===== src/rtl/fir_tap_loader.sv =====
// Byte-stream feeder for the 4-tap FIR core: assembles words and routes them
// either into the sample delay line or round-robin into the coefficient bank.
module fir_tap_loader #(
  parameter int NUM_COEFF   = 4,
  parameter int NUMBER_SIZE = 16,
  parameter int IN_WIDTH    = 8
) (
  input  logic                             clk,
  input  logic                             rst,
  input  logic [IN_WIDTH-1:0]              in_data,
  input  logic                             in_valid,
  input  logic                             in_is_coeff,
  output logic                             in_ready,
  output logic [NUM_COEFF*NUMBER_SIZE-1:0] x_ns,
  output logic [NUMBER_SIZE*NUM_COEFF-1:0] coeffs,
  output logic                             sample_strobe,
  output logic                             taps_full,
  output logic                             coeff_loaded
);

  localparam int BEATS = NUMBER_SIZE / IN_WIDTH;
  localparam int BCW   = $clog2(BEATS) + 1;
  localparam int CIW   = $clog2(NUM_COEFF) + 1;

  localparam logic [1:0] IDLE   = 2'd0;
  localparam logic [1:0] ACC    = 2'd1;
  localparam logic [1:0] COMMIT = 2'd2;

  localparam logic [BCW-1:0] LAST_BEAT = BCW'(BEATS - 1);
  localparam logic [CIW-1:0] LAST_IDX  = CIW'(NUM_COEFF - 1);
  localparam logic [CIW-1:0] FILL_MAX  = CIW'(NUM_COEFF);

  logic [1:0]                       state_r;
  logic [BCW-1:0]                   beat_cnt_r;
  logic [CIW-1:0]                   coeff_idx_r;
  logic [CIW-1:0]                   fill_r;
  logic                             mode_r;
  logic [NUMBER_SIZE-1:0]           word_r;
  logic [NUM_COEFF*NUMBER_SIZE-1:0] x_r;
  logic [NUMBER_SIZE*NUM_COEFF-1:0] coeffs_r;
  logic                             strobe_r;
  logic                             taps_full_r;
  logic                             loaded_r;
  logic                             xfer_s;

  // The COMMIT state is a registered state, so ready is glitch-free.
  assign in_ready      = (state_r != COMMIT);
  assign xfer_s        = in_valid & in_ready;
  assign x_ns          = x_r;
  assign coeffs        = coeffs_r;
  assign sample_strobe = strobe_r;
  assign taps_full     = taps_full_r;
  assign coeff_loaded  = loaded_r;

  // Word assembly FSM plus commit of finished words to their destination.
  always_ff @(posedge clk or posedge rst) begin
    if (rst) begin
      state_r     <= IDLE;
      beat_cnt_r  <= '0;
      coeff_idx_r <= '0;
      fill_r      <= '0;
      mode_r      <= 1'b0;
      word_r      <= '0;
      x_r         <= '0;
      coeffs_r    <= '0;
      strobe_r    <= 1'b0;
      taps_full_r <= 1'b0;
      loaded_r    <= 1'b0;
    end else begin
      strobe_r <= 1'b0;
      case (state_r)
        IDLE: begin
          if (xfer_s) begin
            word_r[IN_WIDTH-1:0] <= in_data;
            mode_r               <= in_is_coeff;
            if (BEATS == 1) begin
              state_r <= COMMIT;
            end else begin
              state_r    <= ACC;
              beat_cnt_r <= BCW'(1);
            end
          end
        end
        ACC: begin
          if (xfer_s) begin
            for (int b = 1; b < BEATS; b++) begin
              if (beat_cnt_r == BCW'(b)) begin
                word_r[b*IN_WIDTH +: IN_WIDTH] <= in_data;
              end
            end
            if (beat_cnt_r == LAST_BEAT) begin
              state_r    <= COMMIT;
              beat_cnt_r <= '0;
            end else begin
              beat_cnt_r <= beat_cnt_r + BCW'(1);
            end
          end
        end
        COMMIT: begin
          state_r <= IDLE;
          if (mode_r) begin
            for (int k = 0; k < NUM_COEFF; k++) begin
              if (coeff_idx_r == CIW'(k)) begin
                coeffs_r[k*NUMBER_SIZE +: NUMBER_SIZE] <= word_r;
              end
            end
            if (coeff_idx_r == LAST_IDX) begin
              coeff_idx_r <= '0;
              loaded_r    <= 1'b1;
            end else begin
              coeff_idx_r <= coeff_idx_r + CIW'(1);
            end
          end else begin
            x_r      <= {x_r[(NUM_COEFF-1)*NUMBER_SIZE-1:0], word_r};
            strobe_r <= 1'b1;
            if (fill_r != FILL_MAX) begin
              fill_r <= fill_r + CIW'(1);
            end
            // Sticky: set by the commit that brings the fill count to full.
            if (fill_r >= LAST_IDX) begin
              taps_full_r <= 1'b1;
            end
          end
        end
        default: begin
          state_r    <= IDLE;
          beat_cnt_r <= '0;
        end
      endcase
    end
  end

endmodule


===== config.mk =====
export PLATFORM = sky130hd
export DESIGN_NAME = fir_tap_loader
export DESIGN_NICKNAME = d
export VERILOG_FILES = /design/src/rtl/fir_tap_loader.sv
export SDC_FILE = /design/constraint.sdc
export NUM_CORES = 1
export LEC_CHECK = 0
export CORE_MARGIN = 8
export CORE_UTILIZATION = 45
export CTS_BUF_LIST = sky130_fd_sc_hd__clkbuf_4
export DETAILED_ROUTE_END_ITERATION = 7
export GPL_TIMING_DRIVEN = 0
export PLACE_DENSITY = 0.73
export SYNTH_ARGS = -nofsm -noshare
export SYNTH_HDL_FRONTEND = slang
export SYNTH_SLANG_ARGS = --single-unit

===== constraint.sdc =====
create_clock -name clk -period 5.46 [get_ports clk]
set_input_delay 0.546 -clock clk [delete_from_list [all_inputs] [get_ports clk]]
set_output_delay 0.546 -clock clk [all_outputs]
set_load 0.05 [all_outputs]

==> flow_summary.ini, run 1 <==
[run_status]
outcome = finished clean

[cts]
htree_levels = 4
ctsHoldBuffers = 0
path_clk_slew_ns = 0.12
clk_latency_ns = 0.54
cts_resized = 0
postCtsSetupBuffers = 0
root_buffer = clkbuf_4
cts_buffers = 17
cts.sinks = 158
clockBufferDepth = 2
cts_tree = yes

[sta]
finalCriticalPeriod_ns = 2.616
skew_ns = 0.01008
whs_ns = 0.4883
rsz0062_at_grt = no
fin_ws_ns = 2.844
fmax_ghz = 0.3822
finalSetupViolCount = 0
hold_violations = 0
tightestPinTransition_ns = 0.8176
slew_headroom_pct = 45.20
drv_slew = 0
min_period_over_period_pct = 47.92

[detailed_routing]
wl_um = 13470
wl_per_cell_um = 18.77
first_iter_violations = 175
postRouteAntennaNets = 0
via_count = 3542
drc = 0
viasPerCell = 4.933
dr.pass1.iters = 4

[final_layout]
drive_above_1_share_pct = 36.60
final_nets = 547
final_common_cell = dfrtp_1
fin_cells = 718
syn2layout_area_growth_pct = 32.65
final_cell_mix = dfrtp_1 (158), clkdlybuf4s50_1 (143), mux2_2 (142), clkbuf_4 (19), inv_1 (8)

[floorplanning]
fp.dieH_um = 132.0
io_pins = 144
fp.dieW_um = 132.0
row_count = 42
die_area_um2 = 17420
initial_utilization_pct = 45.90
core_um2 = 13190

[synthesis]
avgSynthCellArea_um2 = 16.59
yosysWarnings = 0
synth-seq-cells = 158
synth.distinct_cells = 24
syn_nets = 384
synth_area_um2 = 6055
synthCells = 365
synth_sequential_area_ratio_pct = 65.30

[worst_hold_path]
min_path_type = in -> async

[setup_path]
cp.arrival_ns = 2.07
cp_max_fo = 8
cp.required_ns = 4.91
end_kind = output port
critical_path_class = reg -> out
startpoint_type = register
timing.rr.start = state_r[0]$_DFFE_PP0P_
cp-startpoint = state_r[0]$_DFFE_PP0P_

[global_route]
first_global_vias = 3941
grt_pass1_wl_um = 22050
grt.total_usage_pct = 16.29
grt_overflow_total = 0
grt_start_max_net_pins = 86
antenna_found_initial = 1

[power]
power_switching_w = 0.002229
p_clk_share_pct = 14.1
peakVddDrop_mv = 0.3585
p_seq_share_pct = 38.5
powerDensity_nw_per_um2 = 625.3
internal-power_w = 0.002793
p_comb_share_pct = 47.4
p_leak_nw = 3.784
switching_share_pct = 44.39

[job]
drv_cap = 0

[placement]
dp_slack_ns = 2.958
numPortBuffers = 143
place_hpwl_um = 9870
placedCellCount = 685
gp_congestion = 0.7274
-- area by class of cell --
| cell class | instances | area [um^2] |
|---|---|---|
| sequential | 158 | 3954 |
| inverter | 9 | 38.79 |
| multi-input combinational | 185 | 1964 |
| fill | 1061 | 5159 |
| buffer | 13 | 102.6 |
| clock inverter | 13 | 147.6 |
| timing repair buffer | 144 | 1459 |
| tap | 176 | 220.2 |
| clock buffer | 19 | 142.6 |
| antenna | 1 | 2.502 |
-- registers in the layout, indices dropped and copies added, names as in the netlist --
name           cells
mode_r             1
taps_full          1
fill_r             3
sample_strobe      1
coeff_loaded       1
beat_cnt_r         2
state_r            2
word_r            16
x_ns              64
coeffs            64
coeff_idx_r        3
-- final timing paths --
check | slack (ns) | depth (start not counted) | end
min in group clk | 0.51 | 1 | coeff_loaded$_DFFE_PP0P_
max in group asynchronous | 4.17 | 3 | coeffs[24]$_DFFE_PP0P_
min reg2reg | 0.51 | 1 | coeff_loaded$_DFFE_PP0P_
max | 2.84 | 3 | in_ready
min | 0.49 | 2 | x_ns[29]$_DFFE_PP0P_
max reg2reg | 3.57 | 5 | fill_r[1]$_DFFE_PP0P_
-- cells in the mapped netlist --
cell | number | share of area, %
a21oi_1 | 2 | 0.17
ha_1 | 7 | 1.4
nand2_2 | 4 | 0.41
o21ai_0 | 4 | 0.33
nand2b_1 | 3 | 0.31
mux2_2 | 142 | 26
a21oi_2 | 1 | 0.14
mux2_4 | 6 | 1.5
a211oi_1 | 2 | 0.25
nor2_2 | 1 | 0.10
buf_2 | 7 | 0.58
inv_1 | 9 | 0.56
dfrtp_1 | 158 | 65
o21a_1 | 1 | 0.12
nor2b_1 | 1 | 0.10
nor4bb_1 | 1 | 0.17
or3b_1 | 1 | 0.14
nor3_2 | 1 | 0.17
nand2_1 | 3 | 0.19
o21bai_1 | 1 | 0.12
buf_6 | 6 | 1.1
nor2_1 | 2 | 0.12
a31oi_1 | 1 | 0.10
xnor2_1 | 1 | 0.14
-- power by group through the flow --
stage	combinational [W]	clock, W	sequential (W)
after floorplan	0.000539	0	0.00293
after global placement	0.00237	0	0.00194
after detailed placement	0.00241	0	0.00197
after CTS	0.00241	0.000735	0.00194
after global routing	0.00249	0.000785	0.00201
final	0.00238	0.000709	0.00193
-- worst max-delay path: stages (launching register included) --
cell	delay (ns)
dfrtp_1	0.48
nor2b_1	0.28
inv_1	0.07
clkdlybuf4s50_1	0.70
-- metal layers --
metal | vias to the layer above | GRT usage, % | share of wire (%)
met5 | - | 0 | 0
met4 | 0 | 7.211 | 1.8
met3 | 17 | 5.983 | 6.8
met2 | 91 | 26.57 | 50
met1 | 1821 | 18.88 | 42
li1 | 1613 | - | -
-- cell families (layout without fill, tap and decap cells) --
logic type	after synthesis	after routing	share of synthesized area, %
flops	158	158	65.30
mux	148	148	27.90
buf+inv	22	198	2.252
fa+ha+maj	7	7	1.447
other cells	0	1	0
simple gates	17	17	1.715
xor+xnor	1	1	0.1447
compound gates	12	12	1.240
-- stage by stage --
step	power (W)	setup TNS [ns]	utilization (%)	cell area, um^2
global placement	0.004309	-187.46	58.42	7706
floorplan	0.003472	0	-	6055
finish	0.005022	0	60.89	8031
global route	0.005278	0	60.89	8031
detailed placement	0.004375	0	58.67	7739
CTS	0.005094	0	60.87	8029
Power figures use the tool's default switching activity.
==> run 2: changes to the inputs <==
Settings changed: PLACE_DENSITY 0.73 to 0.76.
Clock period 5.46 ns to 2.3 ns, I/O delays scaled along.
==> flow_summary.ini, run 2 (synthesized netlist as in run 1, its figures left out) <==
[run_status]
outcome = finished clean

[detailed_routing]
postRouteAntennaNets = 0
via_count = 3550
first_iter_violations = 108
dr.pass1.iters = 4
wl_um = 13320
viasPerCell = 4.931
drc = 0
wl_per_cell_um = 18.50

[cts]
root_buffer = clkbuf_4
clk_latency_ns = 0.53
postCtsSetupBuffers = 0
path_clk_slew_ns = 0.12
cts_buffers = 17
cts_tree = yes
htree_levels = 4
clockBufferDepth = 2
cts.sinks = 158

[final_layout]
drive_above_1_share_pct = 37.13
fin_cells = 720
final_cell_mix = dfrtp_1 (158), mux2_2 (142), clkdlybuf4s50_1 (142), clkbuf_4 (19), inv_1 (8)
syn2layout_area_growth_pct = 33.93
diodes = 0
final_nets = 551
final_area_um2 = 8109
final_common_cell = dfrtp_1

[floorplanning]
core_um2 = 13190
initial_utilization_pct = 45.90
row_count = 42
fp.dieW_um = 132.0
fp.dieH_um = 132.0
io_pins = 144
die_area_um2 = 17420

[global_route]
grt_overflow_total = 0
top_usage_layer = met2
grt_pass1_wl_um = 21790
gr-usage-met1_pct = 18.34
use_met2_pct = 26.40
first_global_vias = 3903
grt_start_max_net_pins = 41
grt.met3_usage_pct = 6.021
grt.total_usage_pct = 15.96
antenna_found_initial = 0

[sta]
finalSetupViolCount = 0
hold_violations = 0
min_period_over_period_pct = 87.72
rsz0062_at_grt = no
slew_headroom_pct = 40.71
tightestPinTransition_ns = 0.8846
finalCriticalPeriod_ns = 2.018
fmax_ghz = 0.4956
whs_ns = 0.3273
final.setup.tns_ns = 0
drv_slew = 0
skew_ns = 0.01560

[placement]
place_hpwl_um = 10200
numPortBuffers = 143
post_dp_cell_area_um2 = 7790
placedCellCount = 688
gp_congestion = 0.7161

[setup_path]
cp_max_fo = 8
cp.required_ns = 2.07
critical_path_class = reg -> out
end_kind = output port
cp.arrival_ns = 1.79
startpoint_type = register

[worst_hold_path]
min_path_type = in -> reg

[power]
p_leak_nw = 3.822
peakVddDrop_mv = 0.7252
powerDensity_nw_per_um2 = 1483

[job]
drv_cap = 0
run 2: power breakdown:
part | internal, W | switching (W)
Combinational | 0.00215 | 0.00351
Clock | 0.000874 | 0.000908
Sequential | 0.00372 | 0.000850
Total | 0.00675 | 0.00527
run 2: critical path, cell delays in order (launching register included):
cell and delay, ns:
dfrtp_1 0.48, nor2b_1 0.29, inv_1 0.07, dlygate4sd2_1 0.42
run 2: per-layer routing:
metal  vias up  routed length (um)
li1       1632                   -
met4         0                 225
met2        97                6704
met3        16                 963
met5         -                   0
met1      1805                5424
run 2: what timing repair did:
action / 4_1_cts / 5_1_grt
endpoints found under the setup margin: 1 / 0
gates resized for setup: 1 / 0
hold endpoints to repair: 10 / 0
hold buffers: 1 / 0
run 2: through the flow:
stage	total power (W)	setup slack, ns	util, %
2_1_floorplan	0.008242	0.06913	-
3_3_place_gp	0.01020	-1.095	58.45
3_5_place_dp	0.01039	0.09033	59.06
4_1_cts	0.01218	0.2237	61.48
5_1_grt	0.01259	0.1211	61.48
6_report	0.01202	0.2824	61.48
run 2: area by class of cell:
| class | count | area [um^2] |
|---|---|---|
| Sequential cell | 158 | 3954 |
| Buffer | 13 | 102.6 |
| Clock inverter | 12 | 167.7 |
| Multi-Input combinational cell | 185 | 1964 |
| Fill cell | 1042 | 5081 |
| Tap cell | 176 | 220.2 |
| Clock buffer | 19 | 142.6 |
| Inverter | 9 | 37.54 |
| Timing Repair Buffer | 148 | 1520 |
run 2: final timing paths:
check | start | to | slack (ns) | cells after the start
hold reg to reg | coeff_loaded$_DFFE_PP0P_ | coeff_loaded$_DFFE_PP0P_ | 0.50 | 1
setup / recovery | state_r[0]$_DFFE_PP0P_ | in_ready | 0.28 | 3
hold / removal | in_is_coeff | mode_r$_DFFE_PP0P_ | 0.33 | 2
setup reg to reg | state_r[1]$_DFFE_PP0P_ | word_r[8]$_DFFE_PP0P_ | 0.36 | 3
min in group asynchronous | rst | x_ns[62]$_DFFE_PP0P_ | 0.60 | 3
max in group asynchronous | rst | coeff_idx_r[1]$_DFFE_PP0P_ | 0.95 | 5
==> run 3: changes to the inputs <==
Settings changed: CELL_PAD_IN_SITES_DETAIL_PLACEMENT set to 1, CELL_PAD_IN_SITES_GLOBAL_PLACEMENT set to 2, CORE_UTILIZATION 45 to 32, PLACE_DENSITY 0.76 to 0.77.
==> flow_summary.ini, run 3 (synthesized netlist as in run 1, its figures left out) <==
[final_layout]
multi_input_area_um2 = 1964
final_common_cell = dfrtp_1
fillers = 1866
seq_area_um2 = 3954
final_nets = 550
diodes = 0
drive_above_1_share_pct = 37.50
final_area_um2 = 8188
syn2layout_area_growth_pct = 35.23
final_cell_mix = dfrtp_1 (158), mux2_2 (142), clkdlybuf4s50_1 (142), clkbuf_4 (18), inv_1 (8)

[global_route]
first_global_vias = 4058
grt.total_usage_pct = 13.60
grt_pass1_wl_um = 24650
antenna_found_initial = 0
grt_start_max_net_pins = 42
grt_overflow_total = 0

[floorplanning]
io_pins = 144
core_um2 = 18640
fp.dieH_um = 153.6
initial_utilization_pct = 32.48
fp.dieW_um = 153.6
row_count = 50
die_area_um2 = 23580

[detailed_routing]
drc = 0
viasPerCell = 4.617
postRouteAntennaNets = 0
wl_um = 15380
first_iter_violations = 69
wl_per_cell_um = 19.77
dr.pass1.iters = 4
via_count = 3592

[cts]
cts_resized = 1
htree_levels = 4
cts_buffers = 17
ctsHoldBuffers = 0
clockBufferDepth = 2
cts.sinks = 158
clk_latency_ns = 0.55
postCtsSetupBuffers = 0
path_clk_slew_ns = 0.14
cts_tree = yes
root_buffer = clkbuf_4

[power]
powerDensity_nw_per_um2 = 1487
power_switching_w = 0.005423
switching_share_pct = 44.55
peakVddDrop_mv = 0.6250
p_seq_share_pct = 37.7
p_comb_share_pct = 46.9
total_power_w = 0.01217
p_clk_share_pct = 15.4
internal-power_w = 0.006750
p_leak_nw = 3.822

[setup_path]
reg2reg_slack_ns = 0.38
startpoint_type = register
cp.arrival_ns = 1.83
critical-path-max-stage-delay_ns = 0.50
cp_top_family = flip-flops
cpMaxStageDelayCell = dfrtp_1
cp.buffers_inverters = 2
path_cells = nor2b_1 > inv_1 > dlygate4sd2_1
critical_path_class = reg -> out
cp_max_fo = 8
cp.required_ns = 2.07
end_kind = output port

[run_status]
outcome = finished clean

[placement]
numPortBuffers = 143
post_dp_cell_area_um2 = 7863
place_hpwl_um = 11650
gp_congestion = 0.7154

[sta]
finalCriticalPeriod_ns = 2.059
drv_slew = 0
hold_violations = 0
fmax_ghz = 0.4856
slew_headroom_pct = 44.84
min_period_over_period_pct = 89.53
tightestPinTransition_ns = 0.8230
finalSetupViolCount = 0
skew_ns = 0.01909
rsz0062_at_grt = no

[job]
drv_cap = 0

[worst_hold_path]
min_path_type = in -> async
run 3: cell types whose count changed in the layout (fill, tap and decap cells not counted):
| cell | delta |
|---|---|
| inv_8 | +1 |
| clkinvlp_4 | +1 |
| clkbuf_4 | -1 |
| dlygate4sd3_1 | -1 |
| clkinv_4 | +1 |
| clkinv_1 | -1 |
run 3: area by class of cell:
type	count	area share, %
sequential	158	48.29
multi-input combinational	185	23.99
timing repair buffer	147	18.44
tap	234	3.576
clock inverter	14	2.338
clock buffer	18	1.650
buffer	13	1.253
inverter	9	0.4584
run 3: worst register-to-register path, stage by stage (launching register included):
cell and delay, ns:
dfrtp_1 0.47, nand2b_1 0.23, nor3_2 0.69, mux2_2 0.42
run 3: worst paths after layout:
path                                               start  depth (start not counted)                        to
worst max-delay path              state_r[0]$_DFFE_PP0P_                          3                  in_ready
max in group asynchronous                            rst                          5     coeffs[5]$_DFFE_PP0P_
worst max register to register    state_r[1]$_DFFE_PP0P_                          3     word_r[8]$_DFFE_PP0P_
min in group clk                             in_is_coeff                          2        mode_r$_DFFE_PP0P_
worst min-delay path                                 rst                          2      x_ns[59]$_DFFE_PP0P_
worst min register to register  coeff_loaded$_DFFE_PP0P_                          1  coeff_loaded$_DFFE_PP0P_
run 3: per-stage QoR:
| step | hold slack [ns] | util, % | cells | setup WS [ns] | setup TNS (ns) |
|---|---|---|---|---|---|
| 2_1_floorplan | 0.3201 | - | 365 | 0.06913 | 0 |
| 3_3_place_gp | 0.4531 | 41.75 | 742 | -1.212 | -189.70 |
| 3_5_place_dp | 0.4663 | 42.17 | 746 | 0.08148 | 0 |
| 4_1_cts | 0.04496 | 43.92 | 778 | 0.1832 | 0 |
| 5_1_grt | 0.04787 | 43.92 | 778 | 0.07940 | 0 |
| 6_report | 0.08740 | 43.92 | 778 | 0.2407 | 0 |
run 3: power by group through the flow:
stage	combinational (W)	sequential (W)	clock, W
final	0.00571	0.00459	0.00187
after global routing	0.00597	0.00478	0.00209
after CTS	0.00579	0.00463	0.00195
after detailed placement	0.00578	0.00470	0
after global placement	0.00567	0.00462	0
after floorplan	0.00128	0.00696	0
run 3: metal layers:
metal	vias up	GRT usage (%)	routed length, um
met5	-	0	0
met4	0	3.500	120
met3	12	5.998	1222
met2	96	22.59	7681
met1	1862	15.79	6358
li1	1622	-	-
